--- config.mk ---
export PLATFORM = sky130hd
export DESIGN_NAME = mult_arbiter
export DESIGN_NICKNAME = d
export VERILOG_FILES = /design/src/rtl/mult_arbiter.sv
export SDC_FILE = /design/constraint.sdc
export NUM_CORES = 1
export LEC_CHECK = 0
export CAP_MARGIN = 20
export CORE_ASPECT_RATIO = 0.75
export CORE_UTILIZATION = 42
export CTS_CLUSTER_DIAMETER = 80
export DETAILED_ROUTE_END_ITERATION = 6
export GPL_TIMING_DRIVEN = 0
export PLACE_DENSITY_LB_ADDON = 0.15
export SYNTH_ARGS = -nofsm -noshare
export SYNTH_HDL_FRONTEND = slang
export SYNTH_SLANG_ARGS = --single-unit
--- constraint.sdc ---
create_clock -name Clk -period 3.4 [get_ports Clk]
set_clock_uncertainty 0.1 [all_clocks]
set_input_delay 0.34 -clock Clk [delete_from_list [all_inputs] [get_ports Clk]]
set_output_delay 0.34 -clock Clk [all_outputs]
set_load 0.03 [all_outputs]
--- src/rtl/mult_arbiter.sv ---
// Two-requester round-robin front end for a shared sequential multiplier.
// Latches the winner's operands, drives the multiplier start handshake, returns the
// product tagged with the owning requester, and aborts operations that exceed TIMEOUT.
module mult_arbiter #(
    parameter int unsigned WIDTH   = 16,
    parameter int unsigned TIMEOUT = 64
) (
    input  logic               Clk,
    input  logic               Rst,
    input  logic               Req0,
    input  logic [WIDTH-1:0]   A0,
    input  logic [WIDTH-1:0]   B0,
    input  logic               Req1,
    input  logic [WIDTH-1:0]   A1,
    input  logic [WIDTH-1:0]   B1,
    output logic               Gnt0,
    output logic               Gnt1,
    output logic               Rsp_Valid0,
    output logic               Rsp_Valid1,
    output logic [2*WIDTH-1:0] Rsp_R,
    output logic               Err,
    output logic               Busy,
    output logic               M_St,
    output logic [WIDTH-1:0]   M_A,
    output logic [WIDTH-1:0]   M_B,
    input  logic [2*WIDTH-1:0] M_R,
    input  logic               M_Idle,
    input  logic               M_Done
);

    localparam int unsigned   TW    = (TIMEOUT > 1) ? $clog2(TIMEOUT) : 1;
    localparam logic [TW-1:0] TLast = TW'(TIMEOUT - 1);

    typedef enum logic [1:0] {StIdle, StStart, StWait} state_e;

    state_e             state_q, state_d;
    logic               gnt0_q, gnt0_d, gnt1_q, gnt1_d;
    logic               vld0_q, vld0_d, vld1_q, vld1_d;
    logic               err_q, err_d, busy_q, busy_d, st_q, st_d;
    logic [WIDTH-1:0]   ma_q, ma_d, mb_q, mb_d;
    logic [2*WIDTH-1:0] rsp_q, rsp_d;
    logic               owner_q, owner_d;
    // Requester that wins the next tie; flips away from each winner.
    logic               prio_q, prio_d;
    logic [TW-1:0]      timer_q, timer_d;
    logic               win;

    // Next-state logic: arbitration in IDLE, start handshake, completion and watchdog.
    always_comb begin
        state_d = state_q;
        gnt0_d  = 1'b0;
        gnt1_d  = 1'b0;
        vld0_d  = 1'b0;
        vld1_d  = 1'b0;
        err_d   = 1'b0;
        st_d    = st_q;
        ma_d    = ma_q;
        mb_d    = mb_q;
        rsp_d   = rsp_q;
        owner_d = owner_q;
        prio_d  = prio_q;
        timer_d = timer_q;
        win     = 1'b0;
        case (state_q)
            StIdle: begin
                if (Req0 || Req1) begin
                    win     = (Req0 && Req1) ? prio_q : Req1;
                    owner_d = win;
                    prio_d  = ~win;
                    ma_d    = win ? A1 : A0;
                    mb_d    = win ? B1 : B0;
                    gnt0_d  = ~win;
                    gnt1_d  = win;
                    st_d    = 1'b1;
                    timer_d = '0;
                    state_d = StStart;
                end
            end
            StStart, StWait: begin
                timer_d = timer_q + TW'(1);
                // Done wins over the watchdog; a done seen in START is a fast completion.
                if (M_Done) begin
                    rsp_d   = M_R;
                    vld0_d  = ~owner_q;
                    vld1_d  = owner_q;
                    st_d    = 1'b0;
                    state_d = StIdle;
                end else if (timer_q == TLast) begin
                    rsp_d   = '0;
                    err_d   = 1'b1;
                    vld0_d  = ~owner_q;
                    vld1_d  = owner_q;
                    st_d    = 1'b0;
                    state_d = StIdle;
                end else if (state_q == StStart && !M_Idle) begin
                    st_d    = 1'b0;
                    state_d = StWait;
                end
            end
            default: state_d = StIdle;
        endcase
        busy_d = (state_d != StIdle);
    end

    // State and registered outputs; async reset drops any in-flight operation silently.
    always_ff @(posedge Clk or negedge Rst) begin
        if (!Rst) begin
            state_q <= StIdle;
            gnt0_q  <= 1'b0;
            gnt1_q  <= 1'b0;
            vld0_q  <= 1'b0;
            vld1_q  <= 1'b0;
            err_q   <= 1'b0;
            busy_q  <= 1'b0;
            st_q    <= 1'b0;
            ma_q    <= '0;
            mb_q    <= '0;
            rsp_q   <= '0;
            owner_q <= 1'b0;
            prio_q  <= 1'b0;
            timer_q <= '0;
        end else begin
            state_q <= state_d;
            gnt0_q  <= gnt0_d;
            gnt1_q  <= gnt1_d;
            vld0_q  <= vld0_d;
            vld1_q  <= vld1_d;
            err_q   <= err_d;
            busy_q  <= busy_d;
            st_q    <= st_d;
            ma_q    <= ma_d;
            mb_q    <= mb_d;
            rsp_q   <= rsp_d;
            owner_q <= owner_d;
            prio_q  <= prio_d;
            timer_q <= timer_d;
        end
    end

    assign Gnt0       = gnt0_q;
    assign Gnt1       = gnt1_q;
    assign Rsp_Valid0 = vld0_q;
    assign Rsp_Valid1 = vld1_q;
    assign Rsp_R      = rsp_q;
    assign Err        = err_q;
    assign Busy       = busy_q;
    assign M_St       = st_q;
    assign M_A        = ma_q;
    assign M_B        = mb_q;

endmodule
Yosys cells after proc, flatten, opt, wreduce, memory -nomap -nowiden
Cells that the tools add are included.

word-level totals
  register bits after elaboration = 81
  word-level logic and storage cells = 65
  input bits = 102

cells by class
  equal/unequal tests = 5
  mux-type cells = 30
  bitwise gates (word level) = 2
  add/sub/neg operators = 1
  reductions and logical operators = 13

operator list
  cell                                                                    number
  32-bit two-way mux                                                      2
  16-bit two-way mux                                                      2
  1-bit two-way mux                                                       18
  6-bit case mux with 2 select lines                                      1
  2-bit two-way mux                                                       4
  6-bit by 1-bit adder with 6-bit output (second input constant)          1
  6-bit equality test (second input constant)                             1
  6-bit two-way mux                                                       1
  2-bit AND reduction                                                     3
  2-bit nonzero test                                                      3
  4-bit != test (second input constant)                                   1
  2-bit case mux with 2 select lines                                      1
  3-bit AND reduction                                                     1
  2-bit by 1-bit equality test with 1-bit output (second input constant)  1
  2-bit equality test (second input constant)                             1
  1-bit logical AND                                                       2
  2-bit logical NOT                                                       1
  2-bit != test (second input constant)                                   1
  1-bit inverter                                                          2
  1-bit case mux with 2 select lines                                      1
  2-bit OR reduction                                                      1
  1-bit logical NOT                                                       1
  1-bit logical OR                                                        1

Longest topological paths before layout
  word-level depth = 7
  gate-level depth with buffers = 7
  gate-level depth less buffers = 6

Worst setup path before layout
OpenSTA, ideal clock, no wires.

  kind = register to register
  start point = register state_q[1]
  end point = register rsp_q[0] (netlist: Rsp_R[0])
  data arrival time = 1.536 ns
  path slack = 1.698 ns
  stages on the path, launching flop included = 8
  library setup time = 0.066 ns
  data required time = 3.234 ns
  path through = dfrtp_1 > inv_1 > ha_1 > buf_4 > and2_1 > clkbuf_1 > clkbuf_1 > a22o_1

between the ends
  longest elaborated chain between the ends = 3
  elaborated cells on any way between the ends = 4

ends and longest elaborated chain
  what                                                                                          line  source
  start, declared                                                                               36    state_e state_q, state_d;
  start signal, assigned                                                                        108   state_q <= StIdle;
  start signal, assigned                                                                        123   state_q <= state_d;
  2-bit by 1-bit equality test with 1-bit output / 2-bit equality test (equally long branches)  64    case (state_q)
  2-bit OR reduction *                                                                          64
  2-bit AND reduction (no source line) *                                                        -
  end signal, assigned                                                                          133   rsp_q <= rsp_d;
  end, declared                                                                                 41    logic [2*WIDTH-1:0] rsp_q, rsp_d;

Every way passes the cells marked *; elsewhere a longest branch is shown, timed or not.
A chain may end at the register's enable or synchronous reset.

Worst setup path in the final report
  start point = register state_q[1]
  end point = register rsp_q[2] (netlist: Rsp_R[2])

Same word-level chain as after synthesis.

==> impl_metrics.py <==
metrics = {
    "clock_tree": {
        "numCtsBuffers": 9,
        "worst_skew_pair.late_latency_ns": 0.35,
        "cts_tree": "yes",
        "cts_resized": 0,
        "cts.clk_slew.worst_paths_ns": 0.08,
        "root_buffer": "clkbuf_8",
        "cts_num_sinks": 81,
        "htreeDepth": 3,
        "clk_path_buf_depth": 2,
    },
    "global_route": {
        "grt_overflow_total": 0,
        "grt_pass1_wl_um": 14630,
        "grt_usage_pct": 22.58,
        "grt_max_degree": 56,
        "antenna_found_initial": 0,
        "grt_pass1_vias": 2929,
    },
    "worst_setup_path": {
        "slowest_delay_ns": 0.44,
        "cpMostUsedCell": "clkbuf_1",
        "crit_required_ns": 3.58,
        "worst-r2r-cell-count": 7,
        "r2r_slack_ns": 1.31,
        "endpoint_kind": "register",
        "worstPathCellList": "inv_1, ha_1, buf_4, and2_1, clkbuf_1, clkbuf_1, a22o_1",
        "critPathArrivalTime_ns": 2.27,
        "r2r-end": "Rsp_R[2]",
        "criticalPathCategory": "register to register",
        "cp_max_fo": 10,
        "worstReg2RegStart": "state_q[1]",
        "critPathSlowestCell": "clkbuf_1",
        "cp-start-kind": "register",
    },
    "power_and_ir_drop": {
        "power_leakage_nw": 2.395,
        "ir_drop_mv": 0.5576,
        "power.internal_mw": 2.988,
        "power_frac_clock_pct": 13.3,
        "p_sw_mw": 2.143,
        "combinationalPowerShare_pct": 54.9,
        "p_per_area_mw_per_mm2": 940.8,
        "seq_power_share_pct": 31.8,
        "p_sw_share_pct": 41.77,
        "finalPower_mw": 5.131,
    },
    "synthesis": {
        "synth_edf_count": 0,
        "synth_ff_type": "dfrtp_1",
        "syn-num-nets": 379,
        "synth.distinct_cells": 36,
        "yosys-top-cells-area": "dfrtp_1 60%, a22o_1 8.3%, mux2i_1 5.9%, a221o_1 3.6%, o21ai_0 3.4%",
        "yosysTopAreaCellShare_pct": 60.04,
        "async_flop_share_pct": 100.0,
        "yosysSeqAreaShare_pct": 60.04,
        "yosysWarnings": 0,
        "netlist_area_mm2": 0.003376,
        "avgSynthCellArea_um2": 12.37,
        "synth_top_cell_by_area": "dfrtp_1",
        "netlist_instances": 273,
        "ys_ff_latch": 81,
    },
    "flow_run": {
        "drv_cap": 0,
    },
    "die": {
        "dieArea_mm2": 0.008404,
        "fp.dieH_um": 79.64,
        "die_w_um": 105.5,
        "start_util_pct": 44.61,
        "core_mm2": 0.007567,
        "design.portCount": 173,
        "rows": 27,
    },
    "placed_design": {
        "port_buffers": 172,
        "hpwl_um": 6872,
        "gp_congestion": 0.7862,
        "dpl_cell_area_mm2": 0.005249,
    },
    "routing": {
        "routed_via_density": 5.121,
        "final_antenna_net_count": 0,
        "vias": 2888,
        "finalWirelength_um": 9142,
        "route.detailed.drc": 0,
        "drt_iter0_markers": 89,
        "post_drt_wl_per_cell_um": 16.21,
        "first_pass_iters": 4,
    },
    "timing": {
        "min_period_ns": 2.089,
        "fin_crit_sh_pct": 61.45,
        "maxSlewViolCount": 0,
        "hold_viol": 0,
        "setup_viol": 0,
        "tightest_slew_ns": 0.5095,
        "grt_setup_unrepaired": "false",
        "max_freq_mhz": 478.6,
        "maxSlewHeadroom_pct": 66.04,
    },
    "cells_and_area": {
        "finalInstanceArea_mm2": 0.005454,
        "area_growth_syn_to_layout_pct": 61.56,
        "drive_gt1_share_pct": 7.559,
        "final_util_pct": 72.07,
        "layout_commonest_cell": "clkdlybuf4s50_1",
        "fill_cells": 573,
        "fin_nets": 564,
        "antenna_cells": 0,
        "final_cell_mix": "171 x clkdlybuf4s50_1, 81 x dfrtp_1, 32 x a22o_1",
    },
    "worst_hold_path": {
        "hold_class": "primary input to async pin",
    },
    "status": {
        "status": "finished clean",
    },
}
synthesized netlist by cell type, types with 7 or more instances:
master / count
a221o_1: 12
a22o_1: 32
and2_1: 9
clkbuf_1: 7
dfrtp_1: 81
mux2i_1: 20
nand2_1: 25
nor2_1: 10
o21ai_0: 23
area by class of cell:
| type | instances | area [um^2] | area share [%] |
|---|---|---|---|
| clock buffer | 10 | 127.6 | 2.340 |
| tap | 101 | 126.4 | 2.317 |
| multi-input combinational | 169 | 1220 | 22.37 |
| clock inverter | 6 | 67.56 | 1.239 |
| timing repair buffer | 174 | 1757 | 32.21 |
| buffer | 18 | 110.1 | 2.019 |
| inverter | 5 | 18.77 | 0.3441 |
| sequential | 81 | 2027 | 37.16 |
what timing repair did:
item | CTS | global route
buffers inserted | 0 | 0
hold buffers | 1 | 0
hold endpoints to repair | 26 | 0
flip-flops by register name, indices dropped and copies added, names as in the netlist:
register	cells
Busy	1
Err	1
Gnt0	1
Gnt1	1
M_A	16
M_B	16
M_St	1
Rsp_R	32
Rsp_Valid0	1
Rsp_Valid1	1
owner_q	1
prio_q	1
state_q	2
timer_q	6
through the flow:
stage               std cells  setup slack, ns  TNS, ns  hold slack, ns
global route              564            1.199        0          0.3554
global placement          546          -0.9121   -73.46          0.3415
floorplan                 273            1.698        0        -0.05559
detailed placement        547            1.260        0          0.1774
CTS                       564            1.312        0          0.3333
finish                    564            1.311        0          0.3443
power by group through the flow:
stage / Clock (mW) / Sequential [mW] / Combinational [mW]
finish: 0.683 / 1.63 / 2.82
global route: 0.742 / 1.69 / 3.01
CTS: 0.708 / 1.63 / 2.84
detailed placement: 0 / 1.64 / 2.82
global placement: 0 / 1.62 / 2.79
floorplan: 0 / 2.41 / 0.853
logic make-up (layout without fill, tap and decap cells):
group	after synthesis	after routing	synth area share, %
multiplexers	20	20	5.930
buffers and inverters	23	213	3.818
AO/OA/AOI/OAI	78	78	18.05
adder cells (fa/ha/maj)	4	4	1.483
flip-flops	81	81	60.04
XOR/XNOR	4	4	1.038
AND/OR/NAND/NOR	63	63	9.637
worst max-delay path by stage:
stage                from          to  slack, ns  depth (start not counted)
6_report       state_q[1]    Rsp_R[2]       1.31                          7
5_1_grt        state_q[1]    Rsp_R[2]       1.20                          7
4_1_cts        state_q[1]    Rsp_R[2]       1.31                          7
3_5_place_dp         Req0     M_A[14]       1.26                          6
3_3_place_gp          Rst  state_q[0]      -0.91                          1
2_1_floorplan  state_q[1]    Rsp_R[0]       1.70                          7
worst max-delay path: cells and delay by family (launching register included):
kind	cells	cell delay, ns
buffers and inverters	4	0.90
AOI/OAI and AO/OA	1	0.22
adders and majority gates	1	0.27
DFF	1	0.40
and+or+nand+nor	1	0.14
metal layers:
| layer | share of wire [%] | up-vias | GRT usage (%) |
|---|---|---|---|
| li1 | - | 1358 | - |
| met1 | 44 | 1393 | 29.58 |
| met2 | 47 | 124 | 36.45 |
| met3 | 7.4 | 13 | 6.449 |
| met4 | 1.5 | 0 | 7.361 |
| met5 | 0 | - | 0 |
No activity file was read; power rests on OpenSTA's default activity.
